[src/rtl/lock_sequencer_if.sv]
// lock_sequencer_if: key pulses, switch word and status/display outputs of the lock sequencer
interface lock_sequencer_if #(parameter int PW_W = 4);
    logic            chk_p;
    logic            clr_p;
    logic            set_p;
    logic [PW_W-1:0] pwswt;
    logic            unlocked;
    logic            set_mode;
    logic            lockout;
    logic [3:0]      chances;
    logic            bad_pw;
    logic [3:0]      digit_tens;
    logic [3:0]      digit_ones;
    modport master (
        output chk_p, clr_p, set_p, pwswt,
        input  unlocked, set_mode, lockout, chances, bad_pw, digit_tens, digit_ones
    );
    modport slave (
        input  chk_p, clr_p, set_p, pwswt,
        output unlocked, set_mode, lockout, chances, bad_pw, digit_tens, digit_ones
    );
endinterface

[src/rtl/lock_sequencer.sv]
// lock_sequencer: password lock FSM with retry budget, timed lockout, auto-relock and password change
module lock_sequencer #(
    parameter int PW_W      = 4,
    parameter int MAX_TRIES = 5,
    parameter int TICK_DIV  = 50_000_000,
    parameter int LOCKOUT_S = 30,
    parameter int RELOCK_S  = 10
) (
    input  logic             clk,
    input  logic             rst_n,
    lock_sequencer_if.slave  bus
);
    localparam logic [1:0] S_LOCKED  = 2'd0;
    localparam logic [1:0] S_OPEN    = 2'd1;
    localparam logic [1:0] S_SETPW   = 2'd2;
    localparam logic [1:0] S_LOCKOUT = 2'd3;
    localparam int PS_W = $clog2(TICK_DIV);
    localparam logic [PS_W-1:0] PS_MAX   = PS_W'(TICK_DIV - 1);
    localparam logic [3:0]      TRIES    = 4'(MAX_TRIES);
    localparam logic [6:0]      LOCK_T   = 7'(LOCKOUT_S);
    localparam logic [6:0]      RELOCK_T = 7'(RELOCK_S);
    localparam logic [3:0]      RST_TENS = 4'(MAX_TRIES / 10);
    localparam logic [3:0]      RST_ONES = 4'(MAX_TRIES % 10);

    logic [1:0]      state_q, state_d;
    logic [PW_W-1:0] pw_q, pw_d;
    logic [3:0]      chances_q, chances_d;
    logic [6:0]      timer_q, timer_d;
    logic [PS_W-1:0] presc_q, presc_d;
    logic            bad_q, bad_d;
    logic [3:0]      tens_q, tens_d;
    logic [3:0]      ones_q, ones_d;
    logic            clr, set, chk, tick, expire;
    logic [6:0]      val;

    // next-state logic: key priority clr > set > chk, keys win over a same-cycle timer expiry
    always_comb begin
        clr       = bus.clr_p;
        set       = bus.set_p & ~bus.clr_p;
        chk       = bus.chk_p & ~bus.clr_p & ~bus.set_p;
        tick      = presc_q == PS_MAX;
        expire    = tick && timer_q == 7'd1;
        state_d   = state_q;
        pw_d      = pw_q;
        chances_d = chances_q;
        timer_d   = (tick && timer_q != 7'd0) ? timer_q - 7'd1 : timer_q;
        bad_d     = 1'b0;
        case (state_q)
            S_LOCKED: begin
                if (clr) begin
                    chances_d = TRIES;
                end else if (chk && bus.pwswt == pw_q) begin
                    state_d   = S_OPEN;
                    chances_d = TRIES;
                    timer_d   = RELOCK_T;
                end else if (chk) begin
                    bad_d     = 1'b1;
                    state_d   = chances_q <= 4'd1 ? S_LOCKOUT : S_LOCKED;
                    chances_d = chances_q <= 4'd1 ? 4'd0 : chances_q - 4'd1;
                    timer_d   = chances_q <= 4'd1 ? LOCK_T : 7'd0;
                end
            end
            S_OPEN: begin
                if (set) begin
                    state_d = S_SETPW;
                    timer_d = RELOCK_T;
                end else if (clr || chk || expire) begin
                    state_d = S_LOCKED;
                    timer_d = 7'd0;
                end
            end
            S_SETPW: begin
                if (chk || clr) begin
                    pw_d    = chk ? bus.pwswt : pw_q;
                    state_d = S_OPEN;
                    timer_d = RELOCK_T;
                end else if (expire) begin
                    state_d = S_LOCKED;
                    timer_d = 7'd0;
                end
            end
            default: begin
                if (expire) begin
                    state_d   = S_LOCKED;
                    chances_d = TRIES;
                    timer_d   = 7'd0;
                end
            end
        endcase
        presc_d = (state_d != state_q || tick) ? '0 : presc_q + PS_W'(1);
        val     = state_d == S_LOCKOUT ? timer_d : {3'd0, chances_d};
        tens_d  = 4'(val / 7'd10);
        ones_d  = 4'(val % 7'd10);
    end

    // state, counters and display digits, cleared asynchronously
    always_ff @(posedge clk or negedge rst_n) begin
        if (!rst_n) begin
            state_q   <= S_LOCKED;
            pw_q      <= '0;
            chances_q <= TRIES;
            timer_q   <= '0;
            presc_q   <= '0;
            bad_q     <= 1'b0;
            tens_q    <= RST_TENS;
            ones_q    <= RST_ONES;
        end else begin
            state_q   <= state_d;
            pw_q      <= pw_d;
            chances_q <= chances_d;
            timer_q   <= timer_d;
            presc_q   <= presc_d;
            bad_q     <= bad_d;
            tens_q    <= tens_d;
            ones_q    <= ones_d;
        end
    end

    assign bus.unlocked   = state_q == S_OPEN || state_q == S_SETPW;
    assign bus.set_mode   = state_q == S_SETPW;
    assign bus.lockout    = state_q == S_LOCKOUT;
    assign bus.chances    = chances_q;
    assign bus.bad_pw     = bad_q;
    assign bus.digit_tens = tens_q;
    assign bus.digit_ones = ones_q;
endmodule

[src/flat_wrapper.sv]
// flat-port wrapper written by rule: the top's interface ports become plain ports
module lock_sequencer_flat 
#(
    parameter int PW_W      = 4,
    parameter int MAX_TRIES = 5,
    parameter int TICK_DIV  = 50_000_000,
    parameter int LOCKOUT_S = 30,
    parameter int RELOCK_S  = 10
)
  (clk, rst_n, bus_chk_p, bus_clr_p, bus_set_p, bus_pwswt, bus_unlocked, bus_set_mode, bus_lockout, bus_chances, bus_bad_pw, bus_digit_tens, bus_digit_ones);
  lock_sequencer_if #(.PW_W(PW_W)) bus_i ();
  input  logic clk;
  input  logic rst_n;
  input wire logic [$bits(bus_i.chk_p)-1:0] bus_chk_p;
  input wire logic [$bits(bus_i.clr_p)-1:0] bus_clr_p;
  input wire logic [$bits(bus_i.set_p)-1:0] bus_set_p;
  input wire logic [$bits(bus_i.pwswt)-1:0] bus_pwswt;
  output wire logic [$bits(bus_i.unlocked)-1:0] bus_unlocked;
  output wire logic [$bits(bus_i.set_mode)-1:0] bus_set_mode;
  output wire logic [$bits(bus_i.lockout)-1:0] bus_lockout;
  output wire logic [$bits(bus_i.chances)-1:0] bus_chances;
  output wire logic [$bits(bus_i.bad_pw)-1:0] bus_bad_pw;
  output wire logic [$bits(bus_i.digit_tens)-1:0] bus_digit_tens;
  output wire logic [$bits(bus_i.digit_ones)-1:0] bus_digit_ones;
  assign bus_i.chk_p = bus_chk_p;
  assign bus_i.clr_p = bus_clr_p;
  assign bus_i.set_p = bus_set_p;
  assign bus_i.pwswt = bus_pwswt;
  assign bus_unlocked = bus_i.unlocked;
  assign bus_set_mode = bus_i.set_mode;
  assign bus_lockout = bus_i.lockout;
  assign bus_chances = bus_i.chances;
  assign bus_bad_pw = bus_i.bad_pw;
  assign bus_digit_tens = bus_i.digit_tens;
  assign bus_digit_ones = bus_i.digit_ones;
  lock_sequencer #(.PW_W(PW_W), .MAX_TRIES(MAX_TRIES), .TICK_DIV(TICK_DIV), .LOCKOUT_S(LOCKOUT_S), .RELOCK_S(RELOCK_S)) u_core (.clk(clk), .rst_n(rst_n), .bus(bus_i));
endmodule
[config.mk]
export PLATFORM = sky130hd
export DESIGN_NAME = lock_sequencer_flat
export DESIGN_NICKNAME = d
export VERILOG_FILES = /design/src/rtl/lock_sequencer_if.sv /design/src/rtl/lock_sequencer.sv /design/src/flat_wrapper.sv
export SDC_FILE = /design/constraint.sdc
export NUM_CORES = 1
export LEC_CHECK = 0
export BUFFER_PORTS_ARGS = -buffer_cell sky130_fd_sc_hd__buf_2
export CELL_PAD_IN_SITES_DETAIL_PLACEMENT = 1
export CELL_PAD_IN_SITES_GLOBAL_PLACEMENT = 2
export CORE_ASPECT_RATIO = 1.4
export CORE_MARGIN = 10
export CORE_UTILIZATION = 39
export CTS_CLUSTER_DIAMETER = 40
export CTS_CLUSTER_SIZE = 28
export DETAILED_ROUTE_END_ITERATION = 6
export PLACE_DENSITY_LB_ADDON = 0.1
export SYNTH_ARGS = -nofsm -noshare
export SYNTH_HDL_FRONTEND = slang
export SYNTH_SLANG_ARGS = --single-unit
[constraint.sdc]
create_clock -name clk -period 4.42 [get_ports clk]
set_input_delay 0.884 -clock clk [delete_from_list [all_inputs] [get_ports clk]]
set_output_delay 0.884 -clock clk [all_outputs]
set_load 0.01 [all_outputs]
# Yosys cells after proc, flatten, opt, wreduce, memory -nomap -nowiden
# Cells that the tools add are included.
# word_totals
in_bits,9
regBits,52
output_inout_bits,16
elab_cells,69
# classes
addsub,3
n_eq_ne,8
div,2
order_cmp,1
n_bitwise,5
n_reduce_logical,11
mux,31
# ops
op,n
two-way mux 7 bit,9
"adder 26 x 1 -> 26 bit, second input constant",1
"== test 26 bit, second input constant",1
two-way mux 26 bit,1
one-hot mux 7 bit (3 select lines),1
two-way mux 4 bit,5
two-way mux 2 bit,8
one-hot mux 4 bit (2 select lines),1
"divider 7 x 4 -> 7 bit, second input constant",1
"== test 7 x 1 -> 1 bit, second input constant",1
"modulo 7 x 4 -> 7 bit, second input constant",1
nonzero test 7 bit,1
"subtractor 7 x 1 -> 7 bit, second input constant",1
"== test 2 bit, second input constant",3
one-hot mux 2 bit (3 select lines),1
two-way mux 5 bit,1
== test 4 bit,1
"<= comparator 4 x 1 -> 1 bit, second input constant",1
logical OR 1 bit,4
two-way mux 1 bit,4
"subtractor 4 x 1 -> 4 bit, second input constant",1
AND 1 bit,3
logical AND 1 bit,3
AND reduction 3 bit,1
5 further kinds,6

# Depth between registers and ports, before layout
# Gate-level depths: netlist of run 1.
# logic_depth
ltp_word,11
mapped_depth,19
depth_no_buf,18

# Least setup slack after synthesis of run 1
# Ideal clock, no wire load.
# synth_timing
kind,input to register
from,input bus_pwswt[3]
to,"register u_core.ones_q[1], in the netlist u_core.bus.digit_ones[1]"
path_stages,16
setup_time_ps,131
path_slack_ps,578
arrival_ps,3710
required_time_ps,4289
cell_sequence,xor2_1 > nor4_4 > nor3_1 > o21bai_1 > o221ai_1 > and3_1 > buf_4 > a221o_1 > o211ai_2 > a21oi_1 > nor2_1 > ha_1 > inv_1 > a211oi_1 > o41ai_4 > xnor2_1
# synth_between
elab_chain_len,8
word_cells_on_any_way,14
# synth_lines
element,line_no,text
start: declaration,flat_wrapper.sv:17,input wire logic [$bits(bus_i.pwswt)-1:0] bus_pwswt;
== test 4 bit *,lock_sequencer.sv:52,end else if (chk && bus.pwswt == pw_q) begin
logical AND 1 bit *,lock_sequencer.sv:52,
two-way mux 2 bit,lock_sequencer.sv:52,
two-way mux 2 bit,lock_sequencer.sv:50,if (clr) begin
one-hot mux 2 bit (3 select lines),lock_sequencer.sv:48,case (state_q)
== test 2 bit,lock_sequencer.sv:91,"val = state_d == S_LOCKOUT ? timer_d : {3'd0, chances_d};"
two-way mux 7 bit *,lock_sequencer.sv:91,
modulo 7 x 4 -> 7 bit *,lock_sequencer.sv:93,ones_d = 4'(val % 7'd10);
via u_core.ones_d[1],lock_sequencer.sv:32,"logic [3:0] ones_q, ones_d;"
end signal: assignment,lock_sequencer.sv:115,ones_q <= ones_d;
end: declaration,lock_sequencer.sv:32,
# Mark *: on every way through the listed nets, which the timed path passes. The rest lies on a longest branch.
# A chain may end at the register's enable or synchronous reset.

# Worst setup path after layout of run 1
# layout_timing
from,register u_core.presc_q[0]
to,"register u_core.ones_q[1], in the netlist u_core.bus.digit_ones[1]"
# layout_between
elab_chain_len,9
word_cells_on_any_way,23
# layout_lines
element,line_no,text
start: declaration,lock_sequencer.sv:29,"logic [PS_W-1:0] presc_q, presc_d;"
start signal: assignment,lock_sequencer.sv:112,presc_q <= presc_d;
== test 26 bit *,lock_sequencer.sv:41,tick = presc_q == PS_MAX;
logical AND 1 bit,lock_sequencer.sv:46,timer_d = (tick && timer_q != 7'd0) ? timer_q - 7'd1 : timer_q;
two-way mux 7 bit,lock_sequencer.sv:46,
two-way mux 7 bit,lock_sequencer.sv:56,end else if (chk) begin
two-way mux 7 bit,lock_sequencer.sv:52,
two-way mux 7 bit,lock_sequencer.sv:50,
one-hot mux 7 bit (3 select lines) *,lock_sequencer.sv:48,
via u_core.timer_d[5],lock_sequencer.sv:28,"logic [6:0] timer_q, timer_d;"
two-way mux 7 bit *,lock_sequencer.sv:91,
modulo 7 x 4 -> 7 bit *,lock_sequencer.sv:93,
via u_core.ones_d[1],lock_sequencer.sv:32,
# Marks and branches as above.

==> metrics.log, run 1 <==
INFO  metric post-route-min-period = 4016 ps
INFO  metric route.antenna.remaining_nets = 0
INFO  metric core-area = 8926 um^2
INFO  metric detail_route.wirelength = 8989 um
INFO  metric cts-root-buf = sky130_fd_sc_hd__clkbuf_16
INFO  metric run_status = finished clean
INFO  metric startpoint_class_of_the_critical_path = flop
INFO  metric critical_path.top_delay_family = simple AND/OR/NAND/NOR gates
INFO  metric cp.buffers_inverters = 3
INFO  metric switching_share = 0.4396
INFO  metric placementRows = 41
INFO  metric tritoncts = yes
INFO  metric switchingPower = 0.0009593 W
INFO  metric p_total = 0.002182 W
INFO  metric synth_top_cell_by_area = sky130_fd_sc_hd__dfrtp_1
INFO  metric htree_num_levels = 2
INFO  metric asyncSetResetFlopFracSynth = 1.000
INFO  metric worstPathCellList = ha_1 -> nand4_2 -> or3_4 -> nor3_4 -> buf_4 -> o21ai_1 -> nand2_2 -> inv_4 -> and3_1 -> a221o_1 -> o211ai_2 -> a21oi_1 -> nor2_1 -> ha_1 -> inv_1 -> a211oi_1 -> o41ai_4 -> xnor2_1
INFO  metric wire_per_inst = 17.22 um
INFO  metric topRoutingLayerUsed = met4
INFO  metric vias_in_the_first_global_route = 3099
INFO  metric post-synth-top-area-fraction = 0.3396
INFO  metric chipWidth = 100.5 um
INFO  metric die-area = 13330 um^2
INFO  metric cp_common_cell = sky130_fd_sc_hd__ha_1
INFO  metric setup_viol = 0
INFO  metric layout-area-overhead-vs-synth = 13.26%
INFO  metric multi_input_area = 2115 um^2
INFO  metric post_synth_instance_area = 3537 um^2
INFO  metric worst_skew_pair.late_latency = 300 ps
INFO  metric cp_slowest_cell = sky130_fd_sc_hd__or3_4
INFO  metric post_synth_num_cell_types = 76
INFO  metric fin_skew = 7.335 ps
INFO  metric fp.dieH = 132.7 um
INFO  metric yosys_register_bits = 52
INFO  metric post-place-ws = 238.3 ps
INFO  metric ioPinCount = 25
INFO  metric number_of_warnings_reported_in_the_yosys_synthesis_log = 0
INFO  metric cell_count_after_synthesis = 379
INFO  metric finalWeightedCongestion = 0.8185
INFO  metric placed_cell_area = 3842 um^2
INFO  metric cts_hold_buffers = 0
INFO  metric ff_latch_area = 1306 um^2
INFO  metric clock_power_share = 0.185
INFO  metric timing.critical_path.to_type = flop
INFO  metric final.fill_count = 1052
INFO  metric buffer_ports.inserted = 24
INFO  metric yosys-top-cells-area = sky130_fd_sc_hd__dfrtp_1 34%, sky130_fd_sc_hd__nor2_1 6.0%, sky130_fd_sc_hd__xor2_1 5.2%
INFO  metric power_frac_comb = 0.519
INFO  metric worst-endpoint-required = 4590 ps
INFO  metric layout-drive-gt1-share = 0.2120
INFO  metric numCtsBuffers = 5
INFO  metric cap_violations = 0
INFO  metric max_freq = 0.2490 GHz
INFO  metric detail_route.iter0.violations = 94
INFO  metric endpoint_arrival_time_on_the_critical_path = 4190 ps
INFO  metric pwr_density_cell = 544.7 nW/um^2
INFO  metric post_cts_buffers = 0
INFO  metric total_drc_errors_in_the_routed_layout = 0
INFO  metric via_count = 2878
INFO  metric rsz0062_at_grt = no
INFO  metric share_seq_of_total_power = 0.296
INFO  metric classification_of_the_worst_setup_path = reg2reg
INFO  metric wl_met2 = 4833 um
INFO  metric largest_net_degree_at_the_start_of_global_routing = 53
INFO  metric cts_num_sinks = 52
INFO  metric detail_route.first_pass.iterations = 4
INFO  metric ys_dominant_reg_cell = sky130_fd_sc_hd__dfrtp_1
INFO  metric worst_ir_drop_on_vdd = 297.4 uV
INFO  metric deepest_clock_path_buffer_count = 2
INFO  metric globalRoute.totalOverflow = 0
INFO  metric slew-limit-headroom = 0.5388
INFO  metric met3_wirelength = 326 um
INFO  metric timing.setup.tns = 0 ps
INFO  metric fin_area = 4006 um^2
INFO  metric critPathMaxStageDelay = 480 ps
INFO  metric antenna_violations_before_repair = 0
INFO  metric place_hpwl = 6954 um
INFO  metric synth.yosys.seq_area_share = 0.3693
INFO  metric synth-edff-count = 0
INFO  metric track_usage = 0.1434
INFO  metric syn-num-nets = 399
INFO  metric leakagePower = 1.783 nW
INFO  metric antenna_cells_inserted = 0
INFO  metric grt_pass1_wl = 15790 um
INFO  metric hold_path.class = reg2reg
INFO  metric start_util = 0.3963
INFO  metric finalNetCount = 434
INFO  metric timing_worst_slew_pin_value = 686.5 ps
INFO  metric fin_ws = 403.6 ps
INFO  metric power_report.internal_total = 0.001223 W
INFO  metric clock_slew_seen_by_the_registers_of_the_worst_setup_and_hold_paths = 70 ps
INFO  metric post-route-period-util = 0.9087
INFO  metric timing.final.hold_violations = 0
INFO  metric slew_violations = 0
INFO  metric met1_length = 3680 um
INFO  metric vias_per_cell = 5.513
INFO  metric worst-path-max-fanout = 9
INFO  metric synth_area_per_cell = 9.333 um^2
[routing by layer]
metal,GRT usage,vias to the layer above
li1,-,1404
met1,0.1605,1430
met2,0.2615,34
met3,0.02658,10
met4,0.04567,0
met5,0,-
[kinds of logic (layout without fill, tap and decap cells)]
| kind of cell | after synthesis | count (layout) | share of synthesized area |
|---|---|---|---|
| xor+xnor | 40 | 40 | 0.09905 |
| fa+ha+maj | 12 | 12 | 0.04174 |
| compound gates | 70 | 70 | 0.1663 |
| mux | 11 | 11 | 0.03714 |
| buf+inv | 31 | 67 | 0.03785 |
| flops | 52 | 52 | 0.3693 |
| simple gates | 163 | 163 | 0.2487 |
[timing repair]
item,CTS,global route
hold endpoints to repair,0,0
resized for setup,0,2
endpoints found under the setup margin,0,2
[cell usage in the layout, fill, tap and decap left out, drive strengths merged, types with 2 or more instances in the layout]
master  Yosys  routed
a31oi       3       3
o221ai      5       5
and4        5       5
nor3       11      11
and3        4       4
nor4b       2       2
xnor2      19      19
xor2       21      21
and2        5       5
nor2       57      57
a311o       2       2
o31ai       7       7
a21o        2       2
nor4        3       3
o22ai       3       3
or4         2       2
buf         3      36
nand4       9       9
o211ai      4       4
mux2i       4       4
inv        22      23
nand3      13      13
clkinv      1       2
o21ai      11      11
clkbuf      5       5
ha         11      11
a21oi      15      15
nand2      42      42
o21a        3       3
mux2        7       7
dfrtp      48      48
o211a       2       2
dfstp       4       4
a32o        2       2
nand2b      3       3
[cells in the mapped netlist, drive strengths merged, types with 2 or more instances]
| library cell | instances |
|---|---|
| nor2 | 57 |
| and3 | 4 |
| nor3 | 11 |
| inv | 22 |
| xor2 | 21 |
| o21a | 3 |
| o21ai | 11 |
| ha | 11 |
| and2 | 5 |
| nand2 | 42 |
| o221ai | 5 |
| a311o | 2 |
| mux2 | 7 |
| o211ai | 4 |
| a31oi | 3 |
| buf | 3 |
| dfrtp | 48 |
| a21o | 2 |
| nand3 | 13 |
| and4 | 5 |
| nand4 | 9 |
| a32o | 2 |
| nand2b | 3 |
| xnor2 | 19 |
| o22ai | 3 |
| nor4b | 2 |
| or4 | 2 |
| mux2i | 4 |
| nor4 | 3 |
| o31ai | 7 |
| clkbuf | 5 |
| dfstp | 4 |
| a21oi | 15 |
| o211a | 2 |
[registers in the layout, indices dropped and copies added (netlist names)]
register / cells
u_core.bus.digit_ones: 4
u_core.bus.bad_pw: 1
u_core.pw_q: 4
u_core.state_q: 2
u_core.timer_q: 7
u_core.bus.chances: 4
u_core.presc_q: 26
u_core.bus.digit_tens: 4
[area by class of cell]
cell class / count / share of cell area
timing repair buffer: 36 / 0.05247
sequential: 52 / 0.3260
inverter: 23 / 0.02217
tap: 107 / 0.03342
clock inverter: 3 / 0.006871
clock buffer: 5 / 0.03123
multi-input combinational: 296 / 0.5278
[through the flow]
| step | util | instances | hold WS (ps) |
|---|---|---|---|
| after floorplan | - | 379 | 447.9 |
| after global placement | 0.4305 | 514 | 466.6 |
| after detailed placement | 0.4305 | 514 | 473.3 |
| after CTS | 0.4476 | 522 | 484.0 |
| after global routing | 0.4488 | 522 | 519.7 |
| final | 0.4488 | 522 | 479.9 |
[power by group through the flow]
stage,clock [W],combinational (W),sequential (W)
after global routing,0.000439,0.00128,0.000661
after detailed placement,0,0.00115,0.000658
after CTS,0.000422,0.00116,0.000649
final,0.000405,0.00113,0.000645
after global placement,0,0.00113,0.000652
after floorplan,0,0.000801,0.000648
[path summary, 6_finish.rpt]
check | to | slack (ps) | startpoint | depth (start not counted)
hold reg to reg | u_core.presc_q[0]$_DFF_PN0_ | 480 | u_core.presc_q[0]$_DFF_PN0_ | 1
max in group asynchronous | u_core.timer_q[3]$_DFF_PN0_ | 3260 | rst_n | 2
setup / recovery | u_core.bus.digit_ones[1]$_DFF_PN0_ | 400 | u_core.presc_q[0]$_DFF_PN0_ | 18
setup reg to reg | u_core.bus.digit_ones[1]$_DFF_PN0_ | 400 | u_core.presc_q[0]$_DFF_PN0_ | 18
min in group asynchronous | u_core.pw_q[0]$_DFFE_PN0P_ | 700 | rst_n | 2
hold / removal | u_core.presc_q[0]$_DFF_PN0_ | 480 | u_core.presc_q[0]$_DFF_PN0_ | 1
[worst register-to-register path, stage by stage, from the launching register on]
cell and delay (ps):
sky130_fd_sc_hd__dfrtp_1 380, sky130_fd_sc_hd__ha_1 230, sky130_fd_sc_hd__nand4_2 230, sky130_fd_sc_hd__or3_4 490
sky130_fd_sc_hd__nor3_4 200, sky130_fd_sc_hd__buf_4 200, sky130_fd_sc_hd__o21ai_1 100, sky130_fd_sc_hd__nand2_2 150
sky130_fd_sc_hd__inv_4 80, sky130_fd_sc_hd__and3_1 220, sky130_fd_sc_hd__a221o_1 350, sky130_fd_sc_hd__o211ai_2 80
sky130_fd_sc_hd__a21oi_1 90, sky130_fd_sc_hd__nor2_1 150, sky130_fd_sc_hd__ha_1 230, sky130_fd_sc_hd__inv_1 70
sky130_fd_sc_hd__a211oi_1 350, sky130_fd_sc_hd__o41ai_4 150, sky130_fd_sc_hd__xnor2_1 150
(Power assumes the default switching activity.)
==> run 2: changes to the inputs <==
--- a/config.mk
+++ b/config.mk
@@ -14,6 +14,7 @@
 export CTS_CLUSTER_DIAMETER = 40
 export CTS_CLUSTER_SIZE = 28
 export DETAILED_ROUTE_END_ITERATION = 6
+export MAX_ROUTING_LAYER = met4
 export PLACE_DENSITY_LB_ADDON = 0.1
 export SYNTH_ARGS = -nofsm -noshare
 export SYNTH_HDL_FRONTEND = slang
==> constraint.sdc (replaced) <==
create_clock -name clk -period 3.7 [get_ports clk]
set_input_delay 0.74 -clock clk [delete_from_list [all_inputs] [get_ports clk]]
set_output_delay 0.74 -clock clk [all_outputs]
set_load 0.01 [all_outputs]
==> metrics.log, run 2 (synthesis results as in run 1) <==
INFO  metric run_status = finished clean
INFO  metric post-route-period-util = 0.9875
INFO  metric route.antenna.remaining_nets = 0
INFO  metric timing_worst_slew_pin_value = 832.8 ps
INFO  metric startpoint_class_of_the_critical_path = flop
INFO  metric vias_in_the_first_global_route = 3377
INFO  metric ff_latch_area = 1306 um^2
INFO  metric fin_skew = 11.21 ps
INFO  metric endpoint_arrival_time_on_the_critical_path = 3840 ps
INFO  metric post-place-cells = 555
INFO  metric detail_route.iter0.violations = 87
INFO  metric top_regs = u_core.presc_q (26), u_core.timer_q (7)
INFO  metric cts-root-buf = sky130_fd_sc_hd__clkbuf_16
INFO  metric max_freq = 0.2737 GHz
INFO  metric share_seq_of_total_power = 0.241
INFO  metric final.fill_count = 1058
INFO  metric fp.dieH = 132.7 um
INFO  metric timing.setup.tns = 0 ps
INFO  metric detail_route.first_pass.iterations = 4
INFO  metric setup.reg_to_reg.worst_slack = 50 ps
INFO  metric tritoncts = yes
INFO  metric antenna_cells_inserted = 0
INFO  metric postLayoutCoreUtil = 0.5293
INFO  metric worst-endpoint-required = 3890 ps
INFO  metric number_of_flip_flops_in_the_largest_register = 26
INFO  metric pwr_density_cell = 662.2 nW/um^2
INFO  metric core-area = 8926 um^2
INFO  metric power_report.internal_total = 0.001800 W
INFO  metric timing.final.hold_violations = 0
INFO  metric ioPinCount = 25
INFO  metric post_layout_nonfiller_instances = 589
INFO  metric htree_num_levels = 2
INFO  metric regMostFlops = u_core.presc_q
INFO  metric rsz0062_at_grt = yes
INFO  metric worst_skew_pair.late_latency = 300 ps
INFO  metric numCtsBuffers = 5
INFO  metric chipWidth = 100.5 um
INFO  metric final_cell_mix = 75 x sky130_fd_sc_hd__buf_4, 54 x sky130_fd_sc_hd__nor2_1, 48 x sky130_fd_sc_hd__dfrtp_1
INFO  metric switching_share = 0.4246
INFO  metric multi_input_area = 2316 um^2
INFO  metric deepest_clock_path_buffer_count = 2
INFO  metric fin_area = 4725 um^2
INFO  metric layout-area-overhead-vs-synth = 33.57%
INFO  metric slew_violations = 0
INFO  metric p_total = 0.003129 W
INFO  metric buffer_ports.inserted = 24
INFO  metric setup_viol = 0
INFO  metric cap_violations = 0
INFO  metric detail_route.wirelength = 10220 um
INFO  metric switchingPower = 0.001328 W
INFO  metric r2r_cells = 14
INFO  metric classification_of_the_worst_setup_path = reg2reg
INFO  metric track_usage = 0.1567
INFO  metric critical_path.reg2reg.startpoint = u_core.bus.chances[0]$_DFF_PN1_
INFO  metric clock_slew_seen_by_the_registers_of_the_worst_setup_and_hold_paths = 80 ps
INFO  metric finalNetCount = 501
INFO  metric worst_ir_drop_on_vdd = 467.1 uV
INFO  metric globalRoute.totalOverflow = 0
INFO  metric largest_net_degree_at_the_start_of_global_routing = 36
INFO  metric worst_r2r_endpoint = u_core.bus.digit_ones[1]$_DFF_PN0_
INFO  metric leakagePower = 2.157 nW
INFO  metric layout-drive-gt1-share = 0.3859
INFO  metric total_drc_errors_in_the_routed_layout = 0
INFO  metric wire_per_inst = 17.36 um
INFO  metric antenna_violations_before_repair = 0
INFO  metric worst-path-max-fanout = 5
INFO  metric placed_cell_area = 4150 um^2
INFO  metric cts_num_sinks = 52
INFO  metric timing.critical_path.to_type = flop
INFO  metric start_util = 0.3963
INFO  metric finalWeightedCongestion = 0.8373
INFO  metric placementRows = 41
INFO  metric mostFrequentLayoutCell = sky130_fd_sc_hd__buf_4
INFO  metric cts_hold_buffers = 0
INFO  metric place_hpwl = 7504 um
INFO  metric slew-limit-headroom = 0.4448
INFO  metric post-route-min-period = 3654 ps
INFO  metric hold_path.class = in2async
INFO  metric power_frac_comb = 0.603
INFO  metric die-area = 13330 um^2
INFO  metric via_count = 3119
INFO  metric vias_per_cell = 5.295
INFO  metric clock_power_share = 0.156
INFO  metric grt_pass1_wl = 16790 um
run 2: worst max-delay path, stage by stage, from the launching register on:
cell and delay, ps:
sky130_fd_sc_hd__dfstp_2 610, sky130_fd_sc_hd__ha_4 160, sky130_fd_sc_hd__nor2_4 40, sky130_fd_sc_hd__or4_4 530, sky130_fd_sc_hd__o32a_4 370, sky130_fd_sc_hd__o221ai_4 90, sky130_fd_sc_hd__o211a_4 220, sky130_fd_sc_hd__buf_6 110
sky130_fd_sc_hd__mux2i_4 270, sky130_fd_sc_hd__xnor2_1 100, sky130_fd_sc_hd__o211a_1 260, sky130_fd_sc_hd__o311ai_4 360, sky130_fd_sc_hd__o41ai_4 150, sky130_fd_sc_hd__buf_4 170, sky130_fd_sc_hd__xnor2_2 120
run 2: repair_timing:
| action | CTS | global route |
|---|---|---|
| endpoints found under the setup margin | 3 | 4 |
| buffers inserted | 5 | 21 |
| gates resized for setup | 10 | 38 |
| pin swaps | 5 | 26 |
run 2: area by class of cell:
class	instances	share of cell area
clock inverter	3	0.005561
timing repair buffer	103	0.1541
clock buffer	5	0.02648
inverter	23	0.01880
multi-input combinational	296	0.4902
tap	107	0.02834
sequential	52	0.2765
run 2: worst max path at each step:
| stage | start | endpoint | slack (ps) | cells after the start |
|---|---|---|---|---|
| after floorplan | bus_pwswt[3] | u_core.bus.digit_ones[1]$_DFF_PN0_ | 2 | 16 |
| after global placement | u_core.presc_q[1]$_DFF_PN0_ | u_core.bus.digit_ones[1]$_DFF_PN0_ | -80 | 16 |
| after detailed placement | bus_pwswt[3] | u_core.bus.digit_ones[1]$_DFF_PN0_ | -190 | 16 |
| after CTS | u_core.bus.chances[0]$_DFF_PN1_ | u_core.bus.digit_ones[1]$_DFF_PN0_ | 1 | 17 |
| after global routing | u_core.presc_q[1]$_DFF_PN0_ | u_core.bus.digit_ones[1]$_DFF_PN0_ | -70 | 18 |
| final | u_core.bus.chances[0]$_DFF_PN1_ | u_core.bus.digit_ones[1]$_DFF_PN0_ | 50 | 14 |
run 2: stage by stage:
| stage | hold slack [ps] | setup slack [ps] |
|---|---|---|
| 3_3_place_gp | 509.6 | -84.38 |
| 4_1_cts | 539.2 | 1.123 |
| 3_5_place_dp | 521.3 | -191.7 |
| 5_1_grt | 555.5 | -72.75 |
| 2_1_floorplan | 444.4 | 2.482 |
| 6_report | 532.2 | 46.18 |
run 2: power groups by stage:
| stage | clock (W) | combinational (W) | sequential (W) |
|---|---|---|---|
| global placement | 0 | 0.00155 | 0.000754 |
| finish | 0.000488 | 0.00189 | 0.000753 |
| floorplan | 0 | 0.000957 | 0.000774 |
| CTS | 0.000503 | 0.00164 | 0.000749 |
| global route | 0.000528 | 0.00207 | 0.000764 |
| detailed placement | 0 | 0.00159 | 0.000759 |
run 2: layer usage:
layer  vias up  global-route usage  routed length [um]
met3        10             0.02658                 279
met1      1544              0.1635                4009
li1       1534                   -                   -
met5         -                   -                   0
met2        31              0.2890                5810
met4         0             0.04567                 124
==> run 3: changes to the inputs <==
--- a/config.mk
+++ b/config.mk
@@ -5,15 +5,15 @@
 export SDC_FILE = /design/constraint.sdc
 export NUM_CORES = 1
 export LEC_CHECK = 0
-export BUFFER_PORTS_ARGS = -buffer_cell sky130_fd_sc_hd__buf_2
-export CELL_PAD_IN_SITES_DETAIL_PLACEMENT = 1
-export CELL_PAD_IN_SITES_GLOBAL_PLACEMENT = 2
+export CELL_PAD_IN_SITES_DETAIL_PLACEMENT = 0
+export CELL_PAD_IN_SITES_GLOBAL_PLACEMENT = 1
 export CORE_ASPECT_RATIO = 1.4
 export CORE_MARGIN = 10
-export CORE_UTILIZATION = 39
+export CORE_UTILIZATION = 50
 export CTS_CLUSTER_DIAMETER = 40
 export CTS_CLUSTER_SIZE = 28
 export DETAILED_ROUTE_END_ITERATION = 6
+export DONT_BUFFER_PORTS = 1
 export MAX_ROUTING_LAYER = met4
 export PLACE_DENSITY_LB_ADDON = 0.1
 export SYNTH_ARGS = -nofsm -noshare
==> metrics.log, run 3 (synthesis results as in run 1) <==
INFO  metric detail_route.iter0.violations = 119
INFO  metric final_cell_mix = 60 x sky130_fd_sc_hd__buf_4, 54 x sky130_fd_sc_hd__nor2_1, 47 x sky130_fd_sc_hd__dfrtp_1
INFO  metric slew-limit-headroom = 0.5958
INFO  metric buffer_ports.inserted = 0
INFO  metric wl_met2 = 4750 um
INFO  metric worst-path-max-fanout = 7
INFO  metric vias_per_cell = 5.479
INFO  metric placementRows = 36
INFO  metric place_hpwl = 6415 um
INFO  metric placed_cell_area = 3918 um^2
INFO  metric finalNetCount = 461
INFO  metric post-route-min-period = 3561 ps
INFO  metric run_status = finished clean
INFO  metric fin_skew = 5.958 ps
INFO  metric timing.final.hold_violations = 0
INFO  metric setup_viol = 0
INFO  metric largest_net_degree_at_the_start_of_global_routing = 53
INFO  metric tritoncts = yes
INFO  metric top_regs = u_core.presc_q (26), u_core.timer_q (7)
INFO  metric cts-root-buf = sky130_fd_sc_hd__clkbuf_8
INFO  metric mostFrequentLayoutCell = sky130_fd_sc_hd__buf_4
INFO  metric deepest_clock_path_buffer_count = 2
INFO  metric postLayoutCoreUtil = 0.6374
INFO  metric finalWeightedCongestion = 0.8558
INFO  metric critical_path.reg2reg.startpoint = u_core.presc_q[1]$_DFF_PN0_
INFO  metric cap_violations = 0
INFO  metric detail_route.wirelength = 8692 um
INFO  metric fin_ws = 138.8 ps
INFO  metric antenna_violations_before_repair = 0
INFO  metric layout-drive-gt1-share = 0.3281
INFO  metric wire_per_inst = 16.19 um
INFO  metric ioPinCount = 25
INFO  metric worst_skew_pair.late_latency = 320 ps
INFO  metric number_of_flip_flops_in_the_largest_register = 26
INFO  metric slew_violations = 0
INFO  metric antenna_cells_inserted = 0
INFO  metric core-area = 6937 um^2
INFO  metric die-area = 10890 um^2
INFO  metric via_count = 2942
INFO  metric timing.critical_path.to_type = flop
INFO  metric post-route-period-util = 0.9625
INFO  metric grt_pass1_wl = 14180 um
INFO  metric post-place-ws = -105.9 ps
INFO  metric regMostFlops = u_core.presc_q
INFO  metric htree_num_levels = 2
INFO  metric start_util = 0.5099
INFO  metric clock_slew_seen_by_the_registers_of_the_worst_setup_and_hold_paths = 100 ps
INFO  metric max_freq = 0.2808 GHz
INFO  metric worst_ir_drop_on_vdd = 387.1 uV
INFO  metric classification_of_the_worst_setup_path = reg2reg
INFO  metric fin_area = 4422 um^2
INFO  metric route.antenna.remaining_nets = 0
INFO  metric topRoutingLayerUsed = met4
INFO  metric track_usage = 0.1615
INFO  metric rsz0062_at_grt = yes
INFO  metric worst-endpoint-required = 3900 ps
INFO  metric numCtsBuffers = 5
INFO  metric startpoint_class_of_the_critical_path = flop
INFO  metric globalRoute.totalOverflow = 0
INFO  metric timing_worst_slew_pin_value = 601.7 ps
INFO  metric met1_length = 3305 um
INFO  metric met3_wirelength = 445 um
INFO  metric leakagePower = 1.933 nW
INFO  metric detail_route.first_pass.iterations = 4
INFO  metric timing.critical_path.from = u_core.presc_q[1]$_DFF_PN0_
INFO  metric layout-area-overhead-vs-synth = 25.01%
INFO  metric chipWidth = 91.09 um
INFO  metric endpoint_arrival_time_on_the_critical_path = 3770 ps
INFO  metric pwr_density_cell = 659.4 nW/um^2
INFO  metric hold_path.class = in2async
INFO  metric cts_num_sinks = 52
INFO  metric vias_in_the_first_global_route = 2984
INFO  metric total_drc_errors_in_the_routed_layout = 0
INFO  metric fp.dieH = 119.5 um
## run 3: changes by cell type in the layout (fill, tap and decap cells not counted), sizes merged
cell    delta
inv        -2
bufinv     +1
clkbuf     +1
buf       -40
## run 3: critical path, stage by stage, from the launching register on
cell                       delay, ps
sky130_fd_sc_hd__dfrtp_1         420
sky130_fd_sc_hd__ha_4            170
sky130_fd_sc_hd__nand4_4         110
sky130_fd_sc_hd__or3_4           440
sky130_fd_sc_hd__buf_12          140
sky130_fd_sc_hd__o31ai_4         330
sky130_fd_sc_hd__o22ai_2         130
sky130_fd_sc_hd__buf_4           150
sky130_fd_sc_hd__o211a_4         250
sky130_fd_sc_hd__buf_6           130
sky130_fd_sc_hd__mux2i_4         260
sky130_fd_sc_hd__xnor2_1         100
sky130_fd_sc_hd__o211a_1         240
sky130_fd_sc_hd__o311ai_4        290
sky130_fd_sc_hd__o41ai_4         160
sky130_fd_sc_hd__xnor2_1         150
## run 3: stage by stage
| step | total power (W) | hold WS (ps) | setup TNS (ps) | std cells |
|---|---|---|---|---|
| floorplan | 0.001731 | 444.4 | 0 | 379 |
| global placement | 0.002167 | 446.0 | -37.85 | 506 |
| detailed placement | 0.002185 | 446.2 | -184.3 | 506 |
| CTS | 0.002629 | 96.70 | 0 | 518 |
| global route | 0.003126 | 87.55 | -115.3 | 537 |
| finish | 0.002916 | 105.5 | 0 | 537 |
## run 3: final cells by class
class                           instances  area (um^2)
Fill cell                             613         2515
Multi-Input combinational cell        296         2290
Sequential cell                        52         1308
Timing Repair Buffer                   63        493.0
Tap cell                               95        118.9
Inverter                               23        91.34
Clock buffer                            6        82.58
Clock inverter                          2        38.79
## run 3: timing repair
| item | 4_1_cts | 5_1_grt |
|---|---|---|
| resized for setup | 5 | 40 |
| hold buffers | 0 | 0 |
| setup endpoints to repair | 2 | 3 |
| pin swaps | 5 | 21 |
| buffers inserted | 4 | 19 |
## run 3: layer usage
| metal | track usage | vias up |
|---|---|---|
| li1 | - | 1461 |
| met1 | 0.1561 | 1406 |
| met2 | 0.3021 | 61 |
| met3 | 0.03743 | 14 |
| met4 | 0.06287 | 0 |
| met5 | - | - |
## run 3: final timing paths
path	to	slack, ps	cells past startpoint
min	u_core.bus.digit_ones[3]$_DFF_PN0_	110	0
max reg2reg	u_core.bus.digit_ones[1]$_DFF_PN0_	140	15
min in group clk	u_core.pw_q[2]$_DFFE_PN0P_	540	1
max in group asynchronous	u_core.bus.digit_ones[2]$_DFF_PN1_	3420	0
min reg2reg	u_core.pw_q[2]$_DFFE_PN0P_	540	1
max	u_core.bus.digit_ones[1]$_DFF_PN0_	140	15
## run 3: power by group
part	switching (W)	leakage (nW)	internal (W)	total, W
Clock	0.000196	0.0614	0.000221	0.000417
Sequential	0.0000894	0.697	0.000679	0.000768
Combinational	0.000946	1.17	0.000784	0.00173
